`src/rtl/dvp_sim_pkg.sv`:
```
// Shared types and constants for the DVP camera-sensor model: pattern modes, FSM states, colour bars.
package dvp_sim_pkg;

   typedef enum logic [1:0] {
      MODE_MEM  = 2'd0,
      MODE_BARS = 2'd1,
      MODE_RAMP = 2'd2,
      MODE_DIAG = 2'd3
   } mode_t;

   typedef enum logic [2:0] {
      S_IDLE,
      S_VGAP,
      S_VLEAD,
      S_LINE,
      S_HBLK,
      S_END
   } state_t;

   localparam logic [15:0] BAR_WHITE   = 16'hFFFF;
   localparam logic [15:0] BAR_YELLOW  = 16'hFFE0;
   localparam logic [15:0] BAR_CYAN    = 16'h07FF;
   localparam logic [15:0] BAR_GREEN   = 16'h07E0;
   localparam logic [15:0] BAR_MAGENTA = 16'hF81F;
   localparam logic [15:0] BAR_RED     = 16'hF800;
   localparam logic [15:0] BAR_BLUE    = 16'h001F;
   localparam logic [15:0] BAR_BLACK   = 16'h0000;

   function automatic logic [15:0] bar_colour(input logic [2:0] idx);
      case (idx)
         3'd0:    return BAR_WHITE;
         3'd1:    return BAR_YELLOW;
         3'd2:    return BAR_CYAN;
         3'd3:    return BAR_GREEN;
         3'd4:    return BAR_MAGENTA;
         3'd5:    return BAR_RED;
         3'd6:    return BAR_BLUE;
         default: return BAR_BLACK;
      endcase
   endfunction

endpackage

```
`src/rtl/dvp_sim_pattern_gen.sv`:
```
// Synthetic pixel source: (mode, h, v, frame) -> RGB565 word, registered once so it lines up
// with the one-cycle latency of the external frame memory.
module dvp_sim_pattern_gen
   import dvp_sim_pkg::*;
#(
   parameter int H_ACTIVE = 160
)(
   input  logic        clk,
   input  logic        rst,
   input  mode_t       mode,
   input  logic [15:0] h,
   input  logic [15:0] v,
   input  logic [15:0] frame,
   output logic [15:0] pixel
);

   logic [2:0] bar_idx;

   // Eight equal-width bars across the active line.
   assign bar_idx = 3'((32'(h) * 32'd8) / 32'(H_ACTIVE));

   always_ff @(posedge clk or posedge rst) begin
      if (rst) begin
         pixel <= '0;
      end else begin
         case (mode)
            MODE_BARS: pixel <= bar_colour(bar_idx);
            MODE_RAMP: pixel <= h;
            MODE_DIAG: pixel <= h + v + frame;
            default:   pixel <= '0;
         endcase
      end
   end

endmodule

```
`src/rtl/dvp_camera_sim.sv`:
```
// DVP camera-sensor model: frame FSM, memory/pattern pixel source and 2-cycle aligned DVP outputs.
// Define DVP_SIM_FRAME_TAG_EN to replace pixel (0,0) of every frame with the frame counter.
module dvp_camera_sim
   import dvp_sim_pkg::*;
#(
   parameter int H_ACTIVE = 160,
   parameter int V_ACTIVE = 128,
   parameter int H_BLANK  = 16,
   parameter int V_GAP    = 1000,
   parameter int V_LEAD   = 2000,
   parameter int BPP      = 2,
   parameter int FRAMES   = 64,
   parameter int ADDR_W   = 27
)(
   input  logic              CLOCK,
   input  logic              RESET,
   input  logic              ENABLE,
   input  logic [1:0]        MODE,
   output logic              PIX_RD,
   output logic [ADDR_W-1:0] PIX_ADDR,
   input  logic [15:0]       PIX_DATA,
   output logic              CAM_PCLK,
   output logic              CAM_VSYNC,
   output logic              CAM_HREF,
   output logic [7:0]        CAM_D,
   output logic [15:0]       FRAME_CNT,
   output logic              FRAME_DONE
);

   localparam int LINE_BYTES = H_ACTIVE * BPP;

   state_t      state, state_next;
   logic [31:0] cnt, cnt_next;
   logic [15:0] v, v_next;
   logic [15:0] frame_cnt;
   mode_t       mode_reg;
   logic [15:0] h;
   logic        byte_sel, in_line, first_byte, fsm_vsync, pix_rd;
   logic [15:0] pat;
   logic        s1_href, s1_vsync, s1_first, s1_sel, s1_done;
   logic [15:0] pixel_src, pixel_new, pixel_cur, pixel_keep;
   logic [7:0]  byte_out;

   always_comb begin
      state_next = state;
      cnt_next   = cnt + 32'd1;
      v_next     = v;
      case (state)
         S_IDLE: begin
            cnt_next = '0;
            v_next   = '0;
            if (ENABLE) state_next = S_VGAP;
         end
         S_VGAP:  if (cnt == 32'(V_GAP - 1))      begin state_next = S_VLEAD; cnt_next = '0; end
         S_VLEAD: if (cnt == 32'(V_LEAD - 1))     begin state_next = S_LINE;  cnt_next = '0; end
         S_LINE:  if (cnt == 32'(LINE_BYTES - 1)) begin state_next = S_HBLK;  cnt_next = '0; end
         S_HBLK: begin
            if (cnt == 32'(H_BLANK - 1)) begin
               cnt_next = '0;
               if (v == 16'(V_ACTIVE - 1)) begin
                  state_next = S_END;
               end else begin
                  state_next = S_LINE;
                  v_next     = v + 16'd1;
               end
            end
         end
         S_END: begin
            cnt_next   = '0;
            v_next     = '0;
            state_next = ENABLE ? S_VGAP : S_IDLE;
         end
         default: state_next = S_IDLE;
      endcase
   end

   always_ff @(posedge CLOCK or posedge RESET) begin
      if (RESET) begin
         state     <= S_IDLE;
         cnt       <= '0;
         v         <= '0;
         frame_cnt <= '0;
         mode_reg  <= MODE_MEM;
      end else begin
         state <= state_next;
         cnt   <= cnt_next;
         v     <= v_next;
         if (state == S_END) frame_cnt <= frame_cnt + 16'd1;
         // Mode only changes between frames so a frame is never mixed.
         if (state == S_VGAP && state_next == S_VLEAD) mode_reg <= mode_t'(MODE);
      end
   end

   generate
      if (BPP == 2) begin : g_two_byte
         assign h        = cnt[16:1];
         assign byte_sel = cnt[0];
      end else begin : g_one_byte
         assign h        = cnt[15:0];
         assign byte_sel = 1'b0;
      end
   endgenerate

   assign in_line    = (state == S_LINE);
   assign first_byte = in_line && !byte_sel;
   assign fsm_vsync  = (state == S_VLEAD) || (state == S_LINE) || (state == S_HBLK);
   assign pix_rd     = first_byte && (mode_reg == MODE_MEM);

   assign PIX_RD   = pix_rd;
   assign PIX_ADDR = pix_rd ? (ADDR_W'(frame_cnt & 16'(FRAMES - 1)) * ADDR_W'(H_ACTIVE * V_ACTIVE)
                               + ADDR_W'(v) * ADDR_W'(H_ACTIVE) + ADDR_W'(h))
                            : '0;

   dvp_sim_pattern_gen #(
      .H_ACTIVE (H_ACTIVE)
   ) u_pattern (
      .clk   (CLOCK),
      .rst   (RESET),
      .mode  (mode_reg),
      .h     (h),
      .v     (v),
      .frame (frame_cnt),
      .pixel (pat)
   );

   always_ff @(posedge CLOCK or posedge RESET) begin
      if (RESET) begin
         s1_href  <= 1'b0;
         s1_vsync <= 1'b0;
         s1_first <= 1'b0;
         s1_sel   <= 1'b0;
         s1_done  <= 1'b0;
      end else begin
         s1_href  <= in_line;
         s1_vsync <= fsm_vsync;
         s1_first <= first_byte;
         s1_sel   <= byte_sel;
         s1_done  <= (state == S_END);
      end
   end

   assign pixel_src = (mode_reg == MODE_MEM) ? PIX_DATA : pat;

`ifdef DVP_SIM_FRAME_TAG_EN
   logic s1_origin;
   always_ff @(posedge CLOCK or posedge RESET) begin
      if (RESET) s1_origin <= 1'b0;
      else       s1_origin <= first_byte && (h == 16'd0) && (v == 16'd0);
   end
   assign pixel_new = s1_origin ? frame_cnt : pixel_src;
`else
   assign pixel_new = pixel_src;
`endif

   // Memory data is only valid on the first byte; later bytes of the pixel reuse the held copy.
   assign pixel_cur = s1_first ? pixel_new : pixel_keep;
   assign byte_out  = (BPP == 2 && !s1_sel) ? pixel_cur[15:8] : pixel_cur[7:0];

   always_ff @(posedge CLOCK or posedge RESET) begin
      if (RESET) begin
         pixel_keep <= '0;
         CAM_VSYNC  <= 1'b0;
         CAM_HREF   <= 1'b0;
         CAM_D      <= '0;
         FRAME_DONE <= 1'b0;
      end else begin
         pixel_keep <= pixel_cur;
         CAM_VSYNC  <= s1_vsync;
         CAM_HREF   <= s1_href;
         CAM_D      <= s1_href ? byte_out : 8'h00;
         FRAME_DONE <= s1_done;
      end
   end

   assign CAM_PCLK  = CLOCK;
   assign FRAME_CNT = frame_cnt;

endmodule

```
`config.mk`:
```
export PLATFORM = sky130hd
export DESIGN_NAME = dvp_camera_sim
export DESIGN_NICKNAME = d
export VERILOG_FILES = /design/src/rtl/dvp_sim_pkg.sv /design/src/rtl/dvp_sim_pattern_gen.sv /design/src/rtl/dvp_camera_sim.sv
export SDC_FILE = /design/constraint.sdc
export NUM_CORES = 1
export LEC_CHECK = 0
export ABC_AREA = 1
export CAP_MARGIN = 20
export CORE_ASPECT_RATIO = 2
export CORE_MARGIN = 2
export CORE_UTILIZATION = 60
export CTS_CLUSTER_DIAMETER = 150
export DETAILED_ROUTE_END_ITERATION = 8
export MAX_ROUTING_LAYER = met4
export PLACE_DENSITY_LB_ADDON = 0.15
export SLEW_MARGIN = 0
export SYNTH_ARGS = -nofsm -noshare
export SYNTH_HDL_FRONTEND = slang
export SYNTH_SLANG_ARGS = --single-unit
```
`constraint.sdc`:
```
create_clock -name CLOCK -period 5.81 [get_ports CLOCK]
set_input_delay 0.8715 -clock CLOCK [delete_from_list [all_inputs] [get_ports CLOCK]]
set_output_delay 0.8715 -clock CLOCK [all_outputs]
set_load 0.005 [all_outputs]
```
Word-level counts from Yosys, hierarchy flattened
Cells that the tools add are included.

Register bits: 117. Input bits: 21. Output and inout port bits: 56. Logic and storage cells: 83.

$add $sub $neg: 7. Multiply operators: 2. Div/mod/pow operators: 1. Equality and inequality tests: 22. Multiplexer cells: 23. Reductions and logical operators: 12.

Operators by type and width (number): 32-bit one-hot mux with 5 select lines (1); 32-bit 2-to-1 mux (4); 16-bit one-hot mux with 7 select lines (1); 16-bit 2-to-1 mux (4); 16-bit one-hot mux with 3 select lines (1); 16-bit by 1-bit adder with 16-bit output, second input constant (2); 16-bit adder (2); 32-bit by 1-bit adder with 32-bit output, second input constant (1); 19-bit by 8-bit divider with 32-bit output, second input constant (1); 32-bit by 10-bit == test with 1-bit output, second input constant (1); 32-bit by 11-bit == test with 1-bit output, second input constant (1); 32-bit by 4-bit == test with 1-bit output, second input constant (1); 32-bit by 9-bit == test with 1-bit output, second input constant (1); 16-bit one-hot mux with 2 select lines (1); 25-bit by 16-bit adder with 26-bit output (1); 26-bit 2-to-1 mux (1); 21-bit by 24-bit adder with 25-bit output (1); 16-bit by 3-bit multiplier with 19-bit output, second input constant (1); 3-bit 2-to-1 mux (6); 3-bit one-hot mux with 6 select lines (1); 16-bit by 7-bit == test with 1-bit output, second input constant (1); 8-bit 2-to-1 mux (2); 3-bit by 2-bit == test with 1-bit output, second input constant (5); 3-bit == test, second input constant (5); other kinds (14) (21).

Logic depth before layout (Yosys ltp)
Gate-level depths: netlist of run 1.

Word-level depth: 6. Depth in mapped cells: 54. Mapped depth without buffers: 53.

By module
From an unflattened synthesis of run 1, not the netlist that was laid out.

Cell total of the unflattened synthesis: 1437. Area total of the unflattened synthesis: 10211.0 µm².

Modules (own cells, without submodules): dvp_camera_sim (times used 1, cells an instance 1069, area an instance 7754.9 µm², seq. area each 2527.4 µm²); dvp_sim_pattern_gen (times used 1, cells an instance 368, area an instance 2456.1 µm², seq. area each 400.4 µm²).

==> summary.md, run 1 <==
| Metric | Value |
|---|---|
| Global-route wire length before repair | 40.7 mm |
| Most used cell, CP | nand2_1 |
| Post-Place Worst Slack | -0.163 ns |
| Worst min-delay path class | flip-flop to flip-flop |
| Most frequent cells in the layout | nand2_1 (222), inv_1 (163), nor2_1 (143) |
| DR vias | ~8.8k |
| Post-Syn Area per Cell | about 7.5 sq um |
| Port Buffer Count | 74 |
| Post-synth cell types | 47 |
| Crit Path Class | flip-flop to output pin |
| Final Setup Violations | 6 |
| Die width | a little over 90 um |
| Slowest CP cell | fa_1 |
| DP HPWL | between 15 and 20 mm |
| Core area | between 10000 and 15000 sq um |
| Die Height | 178 um |
| VDD IR max | 0.000316 V |
| Worst slew pin tran | between 1 and 1.5 ns |
| Failing checks | setup timing |
| Crit-path max cell delay | around 0.5 ns |
| Slack of the critical path | -0.298 ns |
| Initial DRT Pass Iterations | 7 |
| Cells after synthesis | between 1k and 1.5k |
| Status | finished with violations |
| #FFs+latches synth | 117 |
| Critical Path Sink Type | output pin |
| CTS tree | yes |
| GRT Total Usage | between 30 and 40% |
| Largest net degree at the start of global routing | 78 |
| Placer Congestion | between 0.9 and 1 |
| Yosys warnings | 0 |
| Register bank with the most flops | cnt |
| Critical Path AT | around 5.2 ns |
| DR WL/cell | 16.8 um |
| Minimum clock period | between 6 and 7 ns |
| DIE AREA | approximately 16000 sq um |
| Commonest non-fill, non-tap cell in the layout | nand2_1 |
| Max Cap Viol | 0 |
| Share of cells above drive strength 1 | 16.2% |
| Post-synth top flop | dfrtp_1 |
| Mapped cell area | around 9100 sq um |
| Slew margin rel. | 30.6% |
| Initial antenna violation count | 0 |
| Ys async rst share | 100% |
| Pwr dens | between 150 and 200 nW/um^2 |
| Vias in the first global route | around 8.6k |
| Worst Clk Skew | around 0.0086 ns |
| Pins Over Slew Limit | 0 |
| Initial Utilization | 61.2% |
| Crit share post-route | 105% |
| Number of flip-flops in the largest register | 32 |
| Max Clock Freq | ~0.16 GHz |
| Post-Layout Inst Area | around 11000 sq um |
| Lkg Pwr | between 5 and 6 nW |
| CP max FO | 5 |
| CTS Hold Buffers Added | 0 |
| Congestion Overflow GR | 0 |
| Post-route ant nets | 0 |
| Number of vias per cell | around 5.7 |
| RSZ-0062 raised after global routing | yes |
| Residual DRC | 0 |
| Clk_lat worst skew | 0.54 ns |
| P&R area growth vs syn | 24.9% |
| Placement Cell Area | between 10000 and 15000 sq um |
| CP Launch Type | flip-flop |
| Hold Fails Final Rpt | 0 |
| Number of DRC markers in iteration 0 | between 400 and 500 |
| NumNets Final | about 1.5k |
| Ant diodes | 0 |
| Register area share after synthesis | between 30% and 40% |
| Post-synth EDFFs | 0 |
| Filler cells | ~1.1k |
| Clk slew on worst S/H paths | approximately 0.060 ns |
| WL final | around 26 mm |
| Design Power | approximately 2.1 mW |
| IO Pins | 77 |
| Site Rows | 63 |
| Critical Path RT | 4.94 ns |
-- routing by layer --
metal  global-route usage (%)  share of wire (%)  up-vias
li1                         -                  -     4191
met1                     33.2                 36     4200
met2                     62.0                 56      284
met3                     4.97                4.5       83
met4                     16.2                4.3        0
met5                        -                  0        -
-- path summary, 6_finish.rpt --
kind	from	to	slack, ns	cells past startpoint
max	v[3]	PIX_ADDR[22]	-0.30	30
min	s1_vsync	CAM_VSYNC	0.34	0
max reg2reg	cnt[15]	u_pattern.pixel[13]	0.80	41
min reg2reg	s1_vsync	CAM_VSYNC	0.34	0
max in group asynchronous	RESET	FRAME_CNT[13]	3.78	3
min in group asynchronous	RESET	CAM_D[1]	0.91	2
-- critical path, delay by kind of cell (launching register included) --
kind | cells | cell delay [ns]
buf+inv | 5 | 0.44
xor+xnor | 1 | 0.16
flops | 1 | 0.41
simple gates | 11 | 0.97
fa+ha+maj | 4 | 1.35
compound gates | 9 | 1.38
-- cell families (layout without fill, tap and decap cells) --
kind of cell | after synthesis | count (layout) | share of synthesized area, %
and+or+nand+nor | 550 | 550 | 27.2
xor gates and xnor gates | 37 | 37 | 3.57
other | 1 | 2 | 0.0413
AOI/OAI and AO/OA | 178 | 178 | 11.4
adders and majority gates | 104 | 104 | 16.2
DFF | 117 | 117 | 32.3
muxes | 1 | 1 | 0.124
buffers and inverters | 215 | 363 | 9.10
-- synth_stat cells (17+ instances only) --
| cell | count | share of area, % |
|---|---|---|
| a21oi_1 | 67 | 3.7 |
| nand3_1 | 72 | 4.0 |
| nor3_1 | 24 | 1.3 |
| xor2_1 | 24 | 2.3 |
| inv_1 | 175 | 7.2 |
| nand2_2 | 22 | 1.5 |
| dfrtp_1 | 117 | 32 |
| nand2_1 | 233 | 9.6 |
| o21ai_0 | 51 | 2.8 |
| ha_1 | 81 | 11 |
| nor2_1 | 144 | 6.0 |
| a31oi_1 | 17 | 1.2 |
| inv_2 | 17 | 0.70 |
| fa_1 | 23 | 5.1 |
-- power by group --
group	switching, mW	leakage [nW]	internal (mW)
Combinational	0.0379	3.98	0.0192
Clock	0.442	0.326	0.742
Sequential	0.00209	1.51	0.821
-- cell type report --
cell class                 count  area [sq um]  area share, %
clock inverter                14           165           1.46
inverter                     197           744           6.57
tap                          195           244           2.15
multi-input combinational    872          5600           49.5
sequential                   117          2930           25.8
timing repair buffer         130          1130           9.99
clock buffer                  22           514           4.54
-- stage by stage --
step	TNS [ns]	hold slack, ns	instances	utilization [%]
after floorplan	0	0.331	1204	-
after global placement	-0.200	0.333	1494	69.4
after detailed placement	-0.413	0.337	1494	69.4
after CTS	-0.495	0.344	1544	75.0
after global routing	-2.22	0.349	1547	76.5
final	-0.840	0.343	1547	76.5
-- timing repair --
action / in CTS / in global routing
gates resized for setup: 49 / 44
hold endpoints to repair: 0 / 0
pin swaps: 24 / 40
setup buffers: 15 / 4
setup endpoints to repair: 7 / 9
Note: power is estimated with default switching activity, not from simulation.
==> inputs of run 2 (changes only) <==
--- a/config.mk
+++ b/config.mk
@@ -14,7 +14,7 @@
 export DETAILED_ROUTE_END_ITERATION = 8
 export MAX_ROUTING_LAYER = met4
 export PLACE_DENSITY_LB_ADDON = 0.15
-export SLEW_MARGIN = 0
 export SYNTH_ARGS = -nofsm -noshare
 export SYNTH_HDL_FRONTEND = slang
 export SYNTH_SLANG_ARGS = --single-unit
+export TNS_END_PERCENT = 20
==> run 2 against run 1 <==
Effect of this change: first-iteration DRC count grew 8.2%; final area shrank 0.20%; sequential share of layout area grew 0.051 points; non-clock buffer count shrank 3; register-to-register slack lost 0.04 ns; combinational power is essentially flat; the flow still finishes with violations (setup timing); sequential cell count is the same; die area is the same; maximum frequency shrank 0.48%; critical endpoint unchanged; worst setup slack lost 0.029 ns.
==> summary.md, run 2 (synthesis results as in run 1) <==
| Metric | Value |
|---|---|
| Status | finished with violations (unchanged) |
| Failing checks | setup timing (unchanged) |
| Worst slew pin tran | 1.04 ns (about the same) |
| Top delay family on crit path | compound AO/OA/AOI/OAI gates (unchanged) |
| P&R area growth vs syn | 24.6% (was 24.9%) |
| Worst min-delay path class | flip-flop to flip-flop (unchanged) |
| Slew margin rel. | 30.6% (about the same) |
| Worst Clk Skew | 0.00890 ns (was 0.00862 ns) |
| Lkg Pwr | 5.80 nW (was 5.81 nW) |
| Number of DRC markers in iteration 0 | 476 (was 440) |
| Minimum clock period | 6.14 ns (was 6.11 ns) |
| Post-Place Worst Slack | -0.163 ns (unchanged) |
| Most frequent cells in the layout | nand2_1 (222), inv_1 (163), nor2_1 (143) (unchanged) |
| R2r setup slk | 0.76 ns (was 0.80 ns) |
| Critical Path RT | 4.94 ns (about the same) |
| Number of flip-flops in the largest register | 32 (unchanged) |
| Number of vias per cell | 5.64 (was 5.66) |
| Largest net degree at the start of global routing | 78 (unchanged) |
| Register bank with the most flops | cnt (unchanged) |
| Initial Utilization | 61.2% (unchanged) |
| Die Height | 178 um (unchanged) |
| Final Setup Violations | 6 (unchanged) |
| Worst hold path endpoint | CAM_VSYNC (unchanged) |
| Hold Fails Final Rpt | 0 (unchanged) |
| FF-to-FF path depth | 41 (unchanged) |
| VDD IR max | 0.000316 V (about the same) |
| CP Buf/Inv Count | 5 (unchanged) |
| Site Rows | 63 (unchanged) |
| RSZ-0062 raised after global routing | yes (unchanged) |
| Hold Startpoint | s1_vsync (unchanged) |
| DIE AREA | 16200 sq um (unchanged) |
| Most used cell, CP | nand2_1 (unchanged) |
| Congestion Overflow GR | 0 (unchanged) |
| Core area | 14800 sq um (unchanged) |
| Post-Layout Inst Area | 11300 sq um (about the same) |
| Slack of the critical path | -0.327 ns (was -0.298 ns) |
| Crit-path max cell delay | 0.49 ns (was 0.51 ns) |
| Non-filler cells, final | 1544 (was 1547) |
| CP max FO | 5 (unchanged) |
| Residual DRC | 0 (unchanged) |
| Share of cells above drive strength 1 | 16.0% (was 16.2%) |
| Hold Crit Depth | 0 (unchanged) |
| DP Cell Count | 1494 (unchanged) |
| GRT Total Usage | 33.2% (about the same) |
| NumNets Final | 1461 (was 1464) |
| Placement Cell Area | 10300 sq um (unchanged) |
| Post-route ant nets | 0 (unchanged) |
| Placer Congestion | 0.965 (unchanged) |
| Max Cap Viol | 0 (unchanged) |
| DR WL/cell | 16.9 um (was 16.8 um) |
| Ant diodes | 0 (unchanged) |
| Max Clock Freq | 0.163 GHz (was 0.164 GHz) |
| Pins Over Slew Limit | 0 (unchanged) |
| Initial DRT Pass Iterations | 5 (was 7) |
| R2r endpoint | u_pattern.pixel[13] (unchanged) |
| CP Launch Type | flip-flop (unchanged) |
| Critical Path AT | 5.27 ns (was 5.24 ns) |
| WL final | 26.0 mm (about the same) |
| Crit Path Class | flip-flop to output pin (unchanged) |
| Post-layout util | 76.3% (was 76.5%) |
| CTS Hold Buffers Added | 0 (unchanged) |
| Crit share post-route | 106% (was 105%) |
| DR vias | 8701 (was 8758) |
| CTS tree | yes (unchanged) |
| Clk slew on worst S/H paths | 0.06 ns (about the same) |
| Slowest CP cell | fa_1 (unchanged) |
| Pwr dens | 183 nW/um^2 (was 182 nW/um^2) |
| Clk_lat worst skew | 0.55 ns (was 0.54 ns) |
| Commonest non-fill, non-tap cell in the layout | nand2_1 (unchanged) |
| Global-route wire length before repair | 40.6 mm (was 40.7 mm) |
| Initial antenna violation count | 0 (unchanged) |
| IO Pins | 77 (unchanged) |
| Die width | 91.0 um (unchanged) |
| Worst reg2reg path startpoint | cnt[15] (unchanged) |
| DP HPWL | 19.3 mm (unchanged) |
| Vias in the first global route | 8595 (was 8603) |
| Critical Path Sink Type | output pin (unchanged) |
| Port Buffer Count | 74 (unchanged) |
[run 2: cell types whose count changed in the layout (fill, tap and decap cells not counted)]
cell / previous run / this run
buf_4: 56 / 53
[run 2: worst max path at each step]
| stage | end | cells after the start | from | slack, ns |
|---|---|---|---|---|
| after CTS | PIX_ADDR[22] | 32 | v[3] | -0.17 |
| after global routing | PIX_ADDR[22] | 30 | v[3] | -0.50 |
| after detailed placement | PIX_ADDR[24] | 31 | v[3] | -0.16 |
| after floorplan | PIX_ADDR[24] | 30 | v[3] | 0.51 |
| final | PIX_ADDR[22] | 30 | v[3] | -0.33 |
| after global placement | PIX_ADDR[24] | 31 | v[1] | -0.09 |
[run 2: repair_timing]
action	4_1_cts	5_1_grt
setup endpoints to repair	7	9
pin swaps	24	40
resized for setup	48	45
buffers inserted	14	2
[run 2: cell type report]
| class | instances | area (sq um) |
|---|---|---|
| Multi-Input combinational cell | 872 | 5600 |
| Timing Repair Buffer | 127 | 1110 |
| Clock buffer | 22 | 514 |
| Inverter | 197 | 744 |
| Clock inverter | 14 | 165 |
| Sequential cell | 117 | 2930 |
| Fill cell | 1136 | 3510 |
| Tap cell | 195 | 244 |
[run 2: per-stage QoR]
stage	setup TNS [ns]	power [mW]	hold WS, ns
5_1_grt	-2.15	2.12	0.349
3_5_place_dp	-0.413	0.909	0.337
4_1_cts	-0.503	2.08	0.344
2_1_floorplan	0	0.878	0.331
6_report	-0.820	2.07	0.342
3_3_place_gp	-0.200	0.909	0.333
[run 2: layer usage]
| layer | vias to the layer above | share of wire, % | global-route usage (%) |
|---|---|---|---|
| met3 | 99 | 4.1 | 4.97 |
| met4 | 0 | 4.8 | 16.2 |
| met2 | 270 | 55 | 62.0 |
| li1 | 4177 | - | - |
| met5 | - | 0 | - |
| met1 | 4155 | 36 | 33.1 |
[run 2: power breakdown]
group / internal [mW] / switching, mW / total [mW]
clock: 0.742 / 0.447 / 1.19
combinational: 0.0192 / 0.0379 / 0.0571
sequential: 0.821 / 0.00211 / 0.823
==> inputs of run 3 (changes only) <==
--- a/config.mk
+++ b/config.mk
@@ -12,6 +12,7 @@
 export CORE_UTILIZATION = 60
 export CTS_CLUSTER_DIAMETER = 150
 export DETAILED_ROUTE_END_ITERATION = 8
+export HOLD_SLACK_MARGIN = 0.12
 export MAX_ROUTING_LAYER = met4
 export PLACE_DENSITY_LB_ADDON = 0.15
 export SYNTH_ARGS = -nofsm -noshare
==> constraint.sdc (replaced) <==
create_clock -name CLOCK -period 5.9 [get_ports CLOCK]
set_input_delay 0.885 -clock CLOCK [delete_from_list [all_inputs] [get_ports CLOCK]]
set_output_delay 0.885 -clock CLOCK [all_outputs]
set_load 0.005 [all_outputs]
==> run 3 against run 2 <==
Effect of this change: the flow still finishes with violations (setup timing); non-clock buffer count shrank 8; clock skew grew 0.0012 ns; hold slack gained 0.0049 ns; global-route usage grew 0.11 points; worst setup slack gained 0.16 ns; final area shrank 1.6%; final cell count shrank 0.52%; largest cell class unchanged; largest power group unchanged.
==> summary.md, run 3 (synthesis results as in run 1) <==
| Metric | Value |
|---|---|
| Die Height | 178 um (unchanged) |
| Global-route wire length before repair | 40.5 mm (was 40.6 mm) |
| Site Rows | 63 (unchanged) |
| DP Cell Count | 1485 (was 1494) |
| Post-Place Worst Slack | -0.114 ns (was -0.163 ns) |
| NumNets Final | 1453 (was 1461) |
| Initial antenna violation count | 0 (unchanged) |
| Clk slew on worst S/H paths | 0.05 ns (was 0.06 ns) |
| Non-filler cells, final | 1536 (was 1544) |
| GRT Total Usage | 33.3% (was 33.2%) |
| Ant diodes | 0 (unchanged) |
| RSZ-0062 raised after global routing | yes (unchanged) |
| Worst min-delay path class | flip-flop to flip-flop (unchanged) |
| Crit-path max cell delay | 0.50 ns (was 0.49 ns) |
| Critical Path AT | 5.18 ns (was 5.27 ns) |
| Hold Fails Final Rpt | 0 (unchanged) |
| DR WL/cell | 16.7 um (was 16.9 um) |
| Critical Path RT | 5.02 ns (was 4.94 ns) |
| DIE AREA | 16200 sq um (unchanged) |
| CTS Hold Buffers Added | 0 (unchanged) |
| Number of vias per cell | 5.60 (was 5.64) |
| Failing checks | setup timing (unchanged) |
| Critical Path Sink Type | output pin (unchanged) |
| Worst Clk Skew | 0.0101 ns (was 0.00890 ns) |
| Filler cells | 1208 (was 1136) |
| Slack of the critical path | -0.165 ns (was -0.327 ns) |
| Lkg Pwr | 5.76 nW (was 5.80 nW) |
| Most used cell, CP | nand2_1 (unchanged) |
| Share of cells above drive strength 1 | 14.6% (was 16.0%) |
| Most frequent cells in the layout | nand2_1 (227), inv_1 (164), nor2_1 (144) (was nand2_1 (222), inv_1 (163), nor2_1 (143)) |
| Post-layout util | 75.1% (was 76.3%) |
| Pwr dens | 179 nW/um^2 (was 183 nW/um^2) |
| P&R area growth vs syn | 22.7% (was 24.6%) |
| CP Launch Type | flip-flop (unchanged) |
| Max Clock Freq | ~0.16 GHz |
| Clk_lat worst skew | 0.54 ns (was 0.55 ns) |
| Congestion Overflow GR | 0 (unchanged) |
| Register bank with the most flops | cnt (unchanged) |
| Slowest CP cell | fa_2 (was fa_1) |
| Crit Path Class | flip-flop to output pin (unchanged) |
| Slew margin rel. | 36.8% (was 30.6%) |
| Vias in the first global route | 8441 (was 8595) |
| Initial Utilization | 61.2% (unchanged) |
| Port Buffer Count | 74 (unchanged) |
| WL final | 25.6 mm (was 26.0 mm) |
| IO Pins | 77 (unchanged) |
| Minimum clock period | roughly 6.1 ns |
| CTS tree | yes (unchanged) |
| Pins Over Slew Limit | 0 (unchanged) |
| Initial DRT Pass Iterations | 5 (unchanged) |
| VDD IR max | 0.000184 V (was 0.000316 V) |
| Die width | 91.0 um (unchanged) |
| Core area | 14800 sq um (unchanged) |
| Post-route ant nets | 0 (unchanged) |
| DP HPWL | 19.3 mm (about the same) |
| Final hold slack | 0.347 ns (was 0.342 ns) |
| CP max FO | 3 (was 5) |
| DR vias | 8604 (was 8701) |
| Max Cap Viol | 0 (unchanged) |
| Residual DRC | 0 (unchanged) |
| Placer Congestion | 0.993 (was 0.965) |
| Commonest non-fill, non-tap cell in the layout | nand2_1 (unchanged) |
| Number of flip-flops in the largest register | 32 (unchanged) |
| Status | finished with violations (unchanged) |
| Largest net degree at the start of global routing | 67 (was 78) |
| Crit share post-route | 103% |
| Number of DRC markers in iteration 0 | 517 (was 476) |
| Final Setup Violations | 3 (was 6) |
| Worst slew pin tran | 0.948 ns (was 1.04 ns) |
## run 3: cell count changes in the layout (fill, tap and decap cells not counted), moves of 3 or more
cell and change:
dlygate4sd2_1 -4, nand2_2 -4, buf_4 -7, nand2_1 +5
ha_4 -5, o21ai_2 -3, ha_1 +4
## run 3: path summary, 6_finish.rpt
path / from / slack (ns) / cells past startpoint / endpoint
worst max-delay path: v[1] / -0.17 / 34 / PIX_ADDR[23]
worst min-delay path: s1_vsync / 0.35 / 0 / CAM_VSYNC
worst max register to register: cnt[15] / 0.90 / 43 / u_pattern.pixel[14]
worst min register to register: s1_vsync / 0.35 / 0 / CAM_VSYNC
max in group asynchronous: RESET / 3.82 / 3 / v[13]
min in group asynchronous: RESET / 0.88 / 2 / u_pattern.pixel[2]
## run 3: layer usage
| metal | routed length, um | part of all wire, % | track usage, % | vias up |
|---|---|---|---|---|
| met5 | 0 | 0 | - | - |
| met4 | 1300 | 5.1 | 17.8 | 0 |
| met3 | 939 | 3.7 | 4.16 | 88 |
| met2 | 13900 | 54 | 61.9 | 256 |
| met1 | 9460 | 37 | 33.4 | 4099 |
| li1 | - | - | - | 4161 |
## run 3: repair_timing
item	4_1_cts	5_1_grt
pin swaps	17	30
buffers inserted	9	7
gates resized for setup	38	38
setup endpoints to repair	7	9
## run 3: critical path: cells and delay by family, from the launching register on
kind / cells / cell delay [ns]
compound gates: 7 / 0.98
xor+xnor: 1 / 0.13
fa+ha+maj: 5 / 1.43
flops: 1 / 0.39
simple gates: 14 / 1.21
buf+inv: 7 / 0.48
## run 3: layout make-up
type	instances	area, sq um	area share (%)
Clock buffer	22	514	4.62
Clock inverter	14	143	1.28
Inverter	197	744	6.69
Multi-Input combinational cell	872	5510	49.5
Sequential cell	117	2930	26.3
Tap cell	195	244	2.19
Timing Repair Buffer	119	1050	9.44
## run 3: through the flow
stage / power, mW / setup TNS, ns / cell area (sq um)
floorplan: 0.865 / 0 / 9080
global placement: 0.895 / -0.0462 / 10200
detailed placement: 0.896 / -0.303 / 10200
CTS: 2.00 / -0.475 / 11000
global route: 2.04 / -1.35 / 11100
finish: 2.00 / -0.345 / 11100
## run 3: report_power, final
part	switching, mW	internal (mW)
combinational	0.0373	0.0189
sequential	0.00205	0.808
clock	0.440	0.688
